File: src/rtl/mcu_pkg.sv
// Shared types and encodings for the multicycle RV32I control unit.
// S_TRAP exists only when MCU_ILLEGAL_TRAP_EN is defined.
package mcu_pkg;

    typedef enum logic [3:0] {
        S_FETCH,
        S_DECODE,
        S_MEMADR,
        S_MEMREAD,
        S_MEMWB,
        S_MEMWRITE,
        S_EXECR,
        S_EXECI,
        S_ALUWB,
        S_BRANCH,
        S_JAL
`ifdef MCU_ILLEGAL_TRAP_EN
        , S_TRAP
`endif
    } state_t;

    typedef enum logic [1:0] {
        ALUOP_ADD,
        ALUOP_SUB,
        ALUOP_FUNCT
    } aluop_t;

    localparam logic [6:0] OP_LOAD   = 7'b0000011;
    localparam logic [6:0] OP_STORE  = 7'b0100011;
    localparam logic [6:0] OP_RTYPE  = 7'b0110011;
    localparam logic [6:0] OP_ITYPE  = 7'b0010011;
    localparam logic [6:0] OP_BRANCH = 7'b1100011;
    localparam logic [6:0] OP_JAL    = 7'b1101111;

    localparam logic [2:0] ALU_ADD = 3'b000;
    localparam logic [2:0] ALU_SUB = 3'b001;
    localparam logic [2:0] ALU_AND = 3'b010;
    localparam logic [2:0] ALU_OR  = 3'b011;
    localparam logic [2:0] ALU_SLT = 3'b101;

    localparam logic [1:0] IMM_I = 2'b00;
    localparam logic [1:0] IMM_S = 2'b01;
    localparam logic [1:0] IMM_B = 2'b10;
    localparam logic [1:0] IMM_J = 2'b11;

    localparam logic [1:0] RES_ALUOUT    = 2'b00;
    localparam logic [1:0] RES_DATA      = 2'b01;
    localparam logic [1:0] RES_ALURESULT = 2'b10;

    localparam logic [1:0] SRCA_PC    = 2'b00;
    localparam logic [1:0] SRCA_OLDPC = 2'b01;
    localparam logic [1:0] SRCA_RS1   = 2'b10;

    localparam logic [1:0] SRCB_RS2  = 2'b00;
    localparam logic [1:0] SRCB_IMM  = 2'b01;
    localparam logic [1:0] SRCB_FOUR = 2'b10;

    function automatic logic [1:0] imm_sel(input logic [6:0] op);
        case (op)
            OP_LOAD, OP_ITYPE: imm_sel = IMM_I;
            OP_STORE:          imm_sel = IMM_S;
            OP_BRANCH:         imm_sel = IMM_B;
            OP_JAL:            imm_sel = IMM_J;
            default:           imm_sel = IMM_I;
        endcase
    endfunction

endpackage

File: src/rtl/mcu_alu_dec.sv
// ALU decoder: ALUOp plus instruction fields to ALU control code,
// zero-extended to ALUCTRL_W bits.
module mcu_alu_dec
    import mcu_pkg::*;
#(
    parameter int ALUCTRL_W = 3
) (
    input  aluop_t               alu_op,
    input  logic [2:0]           funct3,
    input  logic                 funct7b5,
    input  logic                 op5,
    output logic [ALUCTRL_W-1:0] alu_control
);

    logic [2:0] code;

    always_comb begin
        code = ALU_ADD;
        case (alu_op)
            ALUOP_SUB: code = ALU_SUB;
            ALUOP_FUNCT: begin
                case (funct3)
                    // only R-type (op5=1) can select SUB; addi ignores bit 30
                    3'b000:  code = (funct7b5 & op5) ? ALU_SUB : ALU_ADD;
                    3'b010:  code = ALU_SLT;
                    3'b110:  code = ALU_OR;
                    3'b111:  code = ALU_AND;
                    default: code = ALU_ADD;
                endcase
            end
            default: code = ALU_ADD;
        endcase
    end

    assign alu_control = ALUCTRL_W'(code);

endmodule

File: src/rtl/multicycle_control_unit.sv
// Multicycle RV32I controller FSM with memory ready handshake and BEQ/BNE.
// Define MCU_ILLEGAL_TRAP_EN to park illegal instructions in a sticky trap state.
//
// state      | meaning
// S_FETCH    | read instruction at PC, PC+4 -> PC when mem_ready
// S_DECODE   | compute branch/jump target OldPC+imm
// S_MEMADR   | rs1+imm effective address
// S_MEMREAD  | load access, wait mem_ready
// S_MEMWB    | write load data to rd
// S_MEMWRITE | store access, wait mem_ready
// S_EXECR    | rs1 op rs2
// S_EXECI    | rs1 op imm
// S_ALUWB    | write ALUOut to rd
// S_BRANCH   | compare rs1-rs2, load target on taken
// S_JAL      | PC <- target, ALU computes OldPC+4 for rd
// S_TRAP     | illegal instruction seen, held until reset
module multicycle_control_unit
    import mcu_pkg::*;
#(
    parameter int ALUCTRL_W   = 3,
    parameter int SUPPORT_BNE = 1
) (
    input  logic                 clk,
    input  logic                 rst_n,
    input  logic [6:0]           opcode,
    input  logic [2:0]           funct3,
    input  logic                 funct7b5,
    input  logic                 zero,
    input  logic                 mem_ready,
    output logic                 pc_write,
    output logic                 adr_src,
    output logic                 mem_write,
    output logic                 ir_write,
    output logic [1:0]           result_src,
    output logic [1:0]           alu_src_a,
    output logic [1:0]           alu_src_b,
    output logic [1:0]           imm_src,
    output logic                 reg_write,
    output logic [ALUCTRL_W-1:0] alu_control,
    output logic                 illegal
);

    localparam logic BNE_EN = (SUPPORT_BNE != 0);

    state_t state, state_nxt, decode_nxt;
    aluop_t alu_op;
    logic   decode_ok;
    logic   pc_write_raw, mem_write_raw, ir_write_raw, reg_write_raw;

    always_ff @(posedge clk or negedge rst_n) begin
        if (!rst_n) state <= S_FETCH;
        else        state <= state_nxt;
    end

    always_comb begin
        decode_nxt = S_FETCH;
        decode_ok  = 1'b1;
        case (opcode)
            OP_LOAD, OP_STORE: decode_nxt = S_MEMADR;
            OP_RTYPE:          decode_nxt = S_EXECR;
            OP_ITYPE:          decode_nxt = S_EXECI;
            OP_JAL:            decode_nxt = S_JAL;
            OP_BRANCH: begin
                if (funct3 == 3'b000 || (BNE_EN && funct3 == 3'b001))
                    decode_nxt = S_BRANCH;
                else
                    decode_ok = 1'b0;
            end
            default: decode_ok = 1'b0;
        endcase
    end

    always_comb begin
        state_nxt     = state;
        pc_write_raw  = 1'b0;
        mem_write_raw = 1'b0;
        ir_write_raw  = 1'b0;
        reg_write_raw = 1'b0;
        adr_src       = 1'b0;
        result_src    = RES_ALUOUT;
        alu_src_a     = SRCA_PC;
        alu_src_b     = SRCB_RS2;
        alu_op        = ALUOP_ADD;
        case (state)
            S_FETCH: begin
                alu_src_b    = SRCB_FOUR;
                result_src   = RES_ALURESULT;
                ir_write_raw = mem_ready;
                pc_write_raw = mem_ready;
                if (mem_ready) state_nxt = S_DECODE;
            end
            S_DECODE: begin
                alu_src_a = SRCA_OLDPC;
                alu_src_b = SRCB_IMM;
                if (decode_ok)
                    state_nxt = decode_nxt;
                else
`ifdef MCU_ILLEGAL_TRAP_EN
                    state_nxt = S_TRAP;
`else
                    state_nxt = S_FETCH;
`endif
            end
            S_MEMADR: begin
                alu_src_a = SRCA_RS1;
                alu_src_b = SRCB_IMM;
                state_nxt = opcode[5] ? S_MEMWRITE : S_MEMREAD;
            end
            S_MEMREAD: begin
                adr_src = 1'b1;
                if (mem_ready) state_nxt = S_MEMWB;
            end
            S_MEMWB: begin
                result_src    = RES_DATA;
                reg_write_raw = 1'b1;
                state_nxt     = S_FETCH;
            end
            S_MEMWRITE: begin
                adr_src       = 1'b1;
                mem_write_raw = 1'b1;
                if (mem_ready) state_nxt = S_FETCH;
            end
            S_EXECR: begin
                alu_src_a = SRCA_RS1;
                alu_op    = ALUOP_FUNCT;
                state_nxt = S_ALUWB;
            end
            S_EXECI: begin
                alu_src_a = SRCA_RS1;
                alu_src_b = SRCB_IMM;
                alu_op    = ALUOP_FUNCT;
                state_nxt = S_ALUWB;
            end
            S_ALUWB: begin
                reg_write_raw = 1'b1;
                state_nxt     = S_FETCH;
            end
            S_BRANCH: begin
                alu_src_a    = SRCA_RS1;
                alu_op       = ALUOP_SUB;
                // funct3[0] inverts the sense for BNE
                pc_write_raw = zero ^ (BNE_EN & funct3[0]);
                state_nxt    = S_FETCH;
            end
            S_JAL: begin
                alu_src_a    = SRCA_OLDPC;
                alu_src_b    = SRCB_FOUR;
                pc_write_raw = 1'b1;
                state_nxt    = S_ALUWB;
            end
`ifdef MCU_ILLEGAL_TRAP_EN
            S_TRAP: state_nxt = S_TRAP;
`endif
            default: state_nxt = S_FETCH;
        endcase
    end

    // strobes are forced low while reset is held, independent of mem_ready
    assign pc_write  = pc_write_raw & rst_n;
    assign mem_write = mem_write_raw & rst_n;
    assign ir_write  = ir_write_raw & rst_n;
    assign reg_write = reg_write_raw & rst_n;
    assign imm_src   = imm_sel(opcode);

`ifdef MCU_ILLEGAL_TRAP_EN
    assign illegal = rst_n & (state == S_TRAP);
`else
    assign illegal = 1'b0;
`endif

    mcu_alu_dec #(
        .ALUCTRL_W (ALUCTRL_W)
    ) u_alu_dec (
        .alu_op      (alu_op),
        .funct3      (funct3),
        .funct7b5    (funct7b5),
        .op5         (opcode[5]),
        .alu_control (alu_control)
    );

endmodule
File: config.mk
export PLATFORM = sky130hd
export DESIGN_NAME = multicycle_control_unit
export DESIGN_NICKNAME = d
export VERILOG_FILES = /design/src/rtl/mcu_pkg.sv /design/src/rtl/mcu_alu_dec.sv /design/src/rtl/multicycle_control_unit.sv
export SDC_FILE = /design/constraint.sdc
export NUM_CORES = 1
export LEC_CHECK = 0
export CAP_MARGIN = 10
export CORE_MARGIN = 5
export CORE_UTILIZATION = 30
export DETAILED_ROUTE_END_ITERATION = 10
export RECOVER_POWER = 50
export SLEW_MARGIN = 40
export SYNTH_ARGS = -nofsm -noshare
export SYNTH_HDL_FRONTEND = slang
export SYNTH_HIERARCHICAL = 1
export SYNTH_SLANG_ARGS = --single-unit
File: constraint.sdc
create_clock -name clk -period 5.3 [get_ports clk]
set_input_delay 0.53 -clock clk [delete_from_list [all_inputs] [get_ports clk]]
set_output_delay 0.53 -clock clk [all_outputs]
set_load 0.05 [all_outputs]
## Word-level counts from Yosys, hierarchy flattened

Index checks and enable logic that the tools add are counted.

- Register bits after elaboration: 4
- Input bits: 15
- Output and inout bits: 17
- Logic and storage cells: 69

- Equality and inequality tests: 25
- Mux-type cells: 23
- Bitwise operators: 6
- Reduce and logical (&&, ||, !) cells: 14

Operators by type and width:

| kind | count |
|---|---|
| $pmux W4 S6 | 1 |
| $mux W4 | 5 |
| $pmux W4 S5 | 1 |
| $eq A4 B3 Y1 const B | 4 |
| $pmux W2 S2 | 4 |
| $eq A7 B6 Y1 const B | 2 |
| $eq A7 B7 Y1 const B | 2 |
| $eq A4 B4 Y1 const B | 3 |
| $pmux W3 S4 | 1 |
| $reduce_or A2 Y1 | 6 |
| $eq A4 B2 Y1 const B | 2 |
| $eq A7 B2 Y1 const B | 1 |
| $eq A7 B5 Y1 const B | 1 |
| $eq A3 B3 Y1 const B | 2 |
| $mux W1 | 6 |
| $ne A2 B2 Y1 const B | 3 |
| $pmux W2 S3 | 1 |
| $pmux W3 S2 | 1 |
| $reduce_or A3 Y1 | 2 |
| $and A1 B1 Y1 | 5 |
| $reduce_or A5 Y1 | 1 |
| $eq A4 B1 Y1 const B | 1 |
| $logic_not A4 Y1 | 1 |
| $reduce_or A4 Y1 | 1 |
| 11 further kinds | 11 |

## Longest topological paths before layout

- Depth in word-level cells: 6
- Depth in mapped cells: 8
- Depth with buffers taken out: 7

## Modules after synthesis

Netlist, hierarchy kept.

By module, submodules not included:

| module | times used | cells an instance | area an instance (sq um) | seq. area each (sq um) |
|---|---|---|---|---|
| multicycle_control_unit | 1 | 81 | 538.0 | 100.1 |
| mcu_alu_dec | 1 | 11 | 96.3 | 0.0 |

## Least setup slack after synthesis

OpenSTA, ideal clock, no wires.

- Path type: flip-flop to output port
- Start point: reg state[3]
- End point: out reg_write
- Arrival time: 3,160 ps
- Data required time: 4,770 ps
- Slack: 1,610 ps
- Stages on the path, launching flop included: 4
- Path buffers: 1
- Cell sequence: dfrtp_1 clkbuf_1 nand2b_1 a2111oi_0

- Longest elaborated chain between the ends: 4
- Elaborated cells on any way between the ends: 5
- Those cells by class: eq/ne: 2; mux: 1; bitwise: 1; reduce/logical: 1

Ends and longest elaborated chain:

| item | line | text |
|---|---|---|
| start, declared | multicycle_control_unit.sv:45 | `state_t state, state_nxt, decode_nxt;` |
| start signal, assigned | multicycle_control_unit.sv:52 | `else state <= state_nxt;` |
| $eq A4 B4 Y1 / $eq A4 B3 Y1 (equally long branches) | multicycle_control_unit.sv:84 | `case (state)` |
| $reduce_or A2 Y1 (no line) (*) | -- |  |
| $mux W1 (*) | multicycle_control_unit.sv:84 |  |
| $and A1 B1 Y1 (*) | multicycle_control_unit.sv:162 | `assign reg_write = reg_write_raw & rst_n;` |
| end, declared | multicycle_control_unit.sv:38 | `output logic reg_write,` |

Every way passes the cells marked *; elsewhere a longest branch is shown, timed or not.

## Final worst setup path

- Start point: reg state[0]
- End point: out alu_control[2]

- Longest elaborated chain between the ends: 5
- Elaborated cells on any way between the ends: 8
- Those cells by class: eq/ne: 5; mux: 2; reduce/logical: 1

Ends and longest elaborated chain:

| item | line | text |
|---|---|---|
| $eq A4 B3 Y1 | multicycle_control_unit.sv:84 |  |
| $reduce_or A2 Y1 (no line) | -- |  |
| $pmux W2 S2 (*) | multicycle_control_unit.sv:84 |  |
| via alu_op[0] | multicycle_control_unit.sv:46 | `aluop_t alu_op;` |
| $eq A2 B2 Y1 / $eq A2 B1 Y1 (equally long branches) | mcu_alu_dec.sv:19 | `case (alu_op)` |
| $pmux W3 S2 (*) | mcu_alu_dec.sv:19 |  |
| end, declared | multicycle_control_unit.sv:39 | `output logic [ALUCTRL_W-1:0] alu_control,` |

Mark *: on every way through the listed nets, which the timed path passes. The rest lies on a longest branch.

==> impl_metrics.toml <==
[outcome]
outcome = "complete, no violations"

[sta]
worst_slew_pin_slew_ps = 570
fin_crit_sh_pct = 65.4
timing.final.hold_violations = 0
rsz0062_at_grt = "false"
setup_tns_ps = 0
fmax_ghz = 0.288
fin_crit_ps = 3470
hold_ws_ps = 594
slew_violations = 0
skew_ps = 3.68
setup_viol = 0
relSlewSlack_pct = 62.0

[cts]
cts_tree = "built"
cts_sinks = 4
clockBufferDepth = 2
cts_max_level = 1
cts-root-buf = "clkbuf_4"
post_cts_resized = 0
cts_buffers = 3
post_cts_buffers = 0
clkTransAtPathRegs_ps = 40
clock_latency_ps = 240
hold_buffers = 0

[final_layout]
top_register = "state"
top_regs = "state: 4 flops"
fin_util_pct = 48.2
largest_reg_flops = 4
syn_to_final_growth_pct = 50.5
fin_area_um2 = 955
antennaDiodeCount = 0
drive_gt1_share_pct = 5.88
nNetsFinal = 138
n_fill_cell = 196

[routing]
postRouteAntennaNets = 0
route.detailed.drc = 0
wl_per_cell_um = 11.7
vias = 718
viasPerCell = 4.92
drt_iter0_drc = 6
drt-pass1-iter-count = 4
drt_wl_total_um = 1710

[setup_path]
timing.rr.end = "state[2]"
cpPeakStageDelay_ps = 850
crit_chain = "nor2b_1 -> nand3_1 -> inv_1 -> inv_1 -> ha_1 -> nor4b_1 -> clkdlybuf4s50_1"
ff2ff_setup_slack_ps = 3170
crit_end = "alu_control[2]"
worstPathArrival_ps = 2940
critical_path.startpoint_type = "flop"
end_kind = "output pin"
rr_worst_depth = 4
critPathKind = "reg -> out"
crit_path_max_fanout = 20
crit_slowest_cell = "clkdlybuf4s50_1"
cp-startpoint = "state[0]"
crit_top_cell = "inv_1"
cp.required_ps = 4770
rr_startpoint = "state[0]"

[grt]
grt_pass1_vias = 665
grt_max_degree = 21
grt.total_usage_pct = 11.1
antenna_found_initial = 0
grt-ovfl-total = 0
grt_pass1_wl_um = 2940

[synth]
synthCells = 92
syn_avg_cell_area_um2 = 6.90
synth_nets = 109
ys_ff_latch = 4
yosys_warnings = 6
synth_area_um2 = 634
ys_types = 37
yosysSeqAreaShare_pct = 15.8

[power_and_ir_drop]
comb_power_share_pct = 46.4
p_int_w = 0.0000850
pwr-share-clk_pct = 27.6
power_frac_seq_pct = 26.0
finalPower_w = 0.000143
ir_worst_vdd_uv = 79.3
power_density_nw_per_um2 = 150
power.leakage_nw = 0.357
p_switching_w = 0.0000578
swShare_pct = 40.5

[floorplan]
start_util_pct = 32.0
fp.dieW_um = 56.0
die_height_um = 56.0
ioPinCount = 32
dieArea_um2 = 3130
row_count = 16
fp.coreArea_um2 = 1980

[run]
max_cap_viol_count = 0

[placement]
hpwl_um = 1350
place.gp.congestion = 0.799
dpl-instance-area_um2 = 941
io_buffers = 30

[min_path]
hold_path.class = "in -> async"
==> power groups by stage <==
stage | clock network, W | logic (W) | registers [W]
floorplan | 0 | 0.0000462 | 0.0000333
global placement | 0 | 0.0000683 | 0.0000376
detailed placement | 0 | 0.0000683 | 0.0000378
CTS | 0.0000406 | 0.0000685 | 0.0000373
global route | 0.0000419 | 0.0000714 | 0.0000379
finish | 0.0000394 | 0.0000662 | 0.0000372
==> worst max-delay path: cells and delay by family, from the launching register on <==
family | cells | cell delay, ps
adder cells (fa/ha/maj) | 1 | 320
flip-flops | 1 | 690
AND/OR/NAND/NOR | 3 | 670
buffers and inverters | 3 | 1010
==> synthesized netlist by cell type, drive strengths merged <==
master | n | area share [%]
nor2 | 13 | 7.7
a21oi | 8 | 6.3
inv | 8 | 4.7
nand2b | 7 | 9.3
nor3 | 6 | 4.7
dfrtp | 4 | 16
nor2b | 4 | 3.9
buf | 3 | 2.6
clkbuf | 3 | 1.8
nand2 | 3 | 1.8
o21ai | 3 | 2.4
a31oi | 2 | 2.0
ha | 2 | 3.9
nand3 | 2 | 1.6
nand3b | 2 | 2.4
nor4b | 2 | 2.8
o32ai | 2 | 2.8
or4 | 2 | 3.0
xnor2 | 2 | 2.8
a2111oi | 1 | 1.4
a21boi | 1 | 1.2
a221oi | 1 | 2.4
and2 | 1 | 0.99
and3 | 1 | 0.99
and4b | 1 | 1.8
conb | 1 | 0.59
nor3b | 1 | 1.2
nor4 | 1 | 0.99
o21a | 1 | 1.2
o21bai | 1 | 1.2
o2bb2ai | 1 | 1.4
o31ai | 1 | 1.2
o32a | 1 | 1.6
==> placed cells by master, fill, tap and decap left out, types with 2 or more instances in the layout <==
| master | instances |
|---|---|
| clkdlybuf4s50_1 | 25 |
| nor3_1 | 6 |
| xnor2_1 | 2 |
| nor4b_1 | 2 |
| a31oi_1 | 2 |
| nand3b_1 | 2 |
| or4_1 | 2 |
| nand3_1 | 2 |
| ha_1 | 2 |
| a21oi_1 | 8 |
| nor2b_1 | 4 |
| inv_1 | 8 |
| o32ai_1 | 2 |
| nand2_1 | 3 |
| o21ai_0 | 3 |
| nor2_1 | 13 |
| dfrtp_1 | 4 |
| clkbuf_4 | 3 |
| dlygate4sd3_1 | 5 |
| nand2b_1 | 5 |
==> area by class of cell <==
cell class	count	area, µm²	share of cell area [%]
clock buffers	3	22.5	2.36
inverters	8	30.0	3.15
multi-input cells	74	468	49.0
flip-flops and latches	4	100	10.5
well taps	27	33.8	3.54
repair buffers	30	300	31.5
==> how the worst min path moves through the flow <==
stage | start | to | slack, ps | depth (start not counted)
after floorplan | rst_n | state[0] | 230 | 0
after global placement | state[3] | state[0] | 740 | 1
after detailed placement | state[3] | state[0] | 720 | 1
after CTS | rst_n | state[2] | 520 | 1
after global routing | rst_n | state[3] | 610 | 1
final | rst_n | state[2] | 590 | 1
==> kinds of logic (layout without fill, tap and decap cells) <==
kind of cell | Yosys count | in the layout | share of synthesized area, %
DFF | 4 | 4 | 15.8
adders and majority gates | 2 | 2 | 3.94
AOI/OAI and AO/OA | 23 | 23 | 24.9
xor gates and xnor gates | 2 | 2 | 2.76
buffers and inverters | 14 | 41 | 9.07
other | 1 | 1 | 0.591
and+or+nand+nor | 46 | 46 | 43.0
==> metrics by stage <==
step | std cells | setup slack, ps
final | 146 | 1830
after global routing | 146 | 1540
after CTS | 146 | 1810
after detailed placement | 143 | 2070
after global placement | 143 | 2130
after floorplan | 92 | 1610
==> metal layers <==
metal  wire, µm  share of wire (%)  GRT usage (%)
met2        801                 47           18.0
met3        114                6.7           2.32
met4         15               0.88           4.07
met5          0                  0              0
met1        781                 46           14.3
No activity file was read; power rests on OpenSTA's default activity.
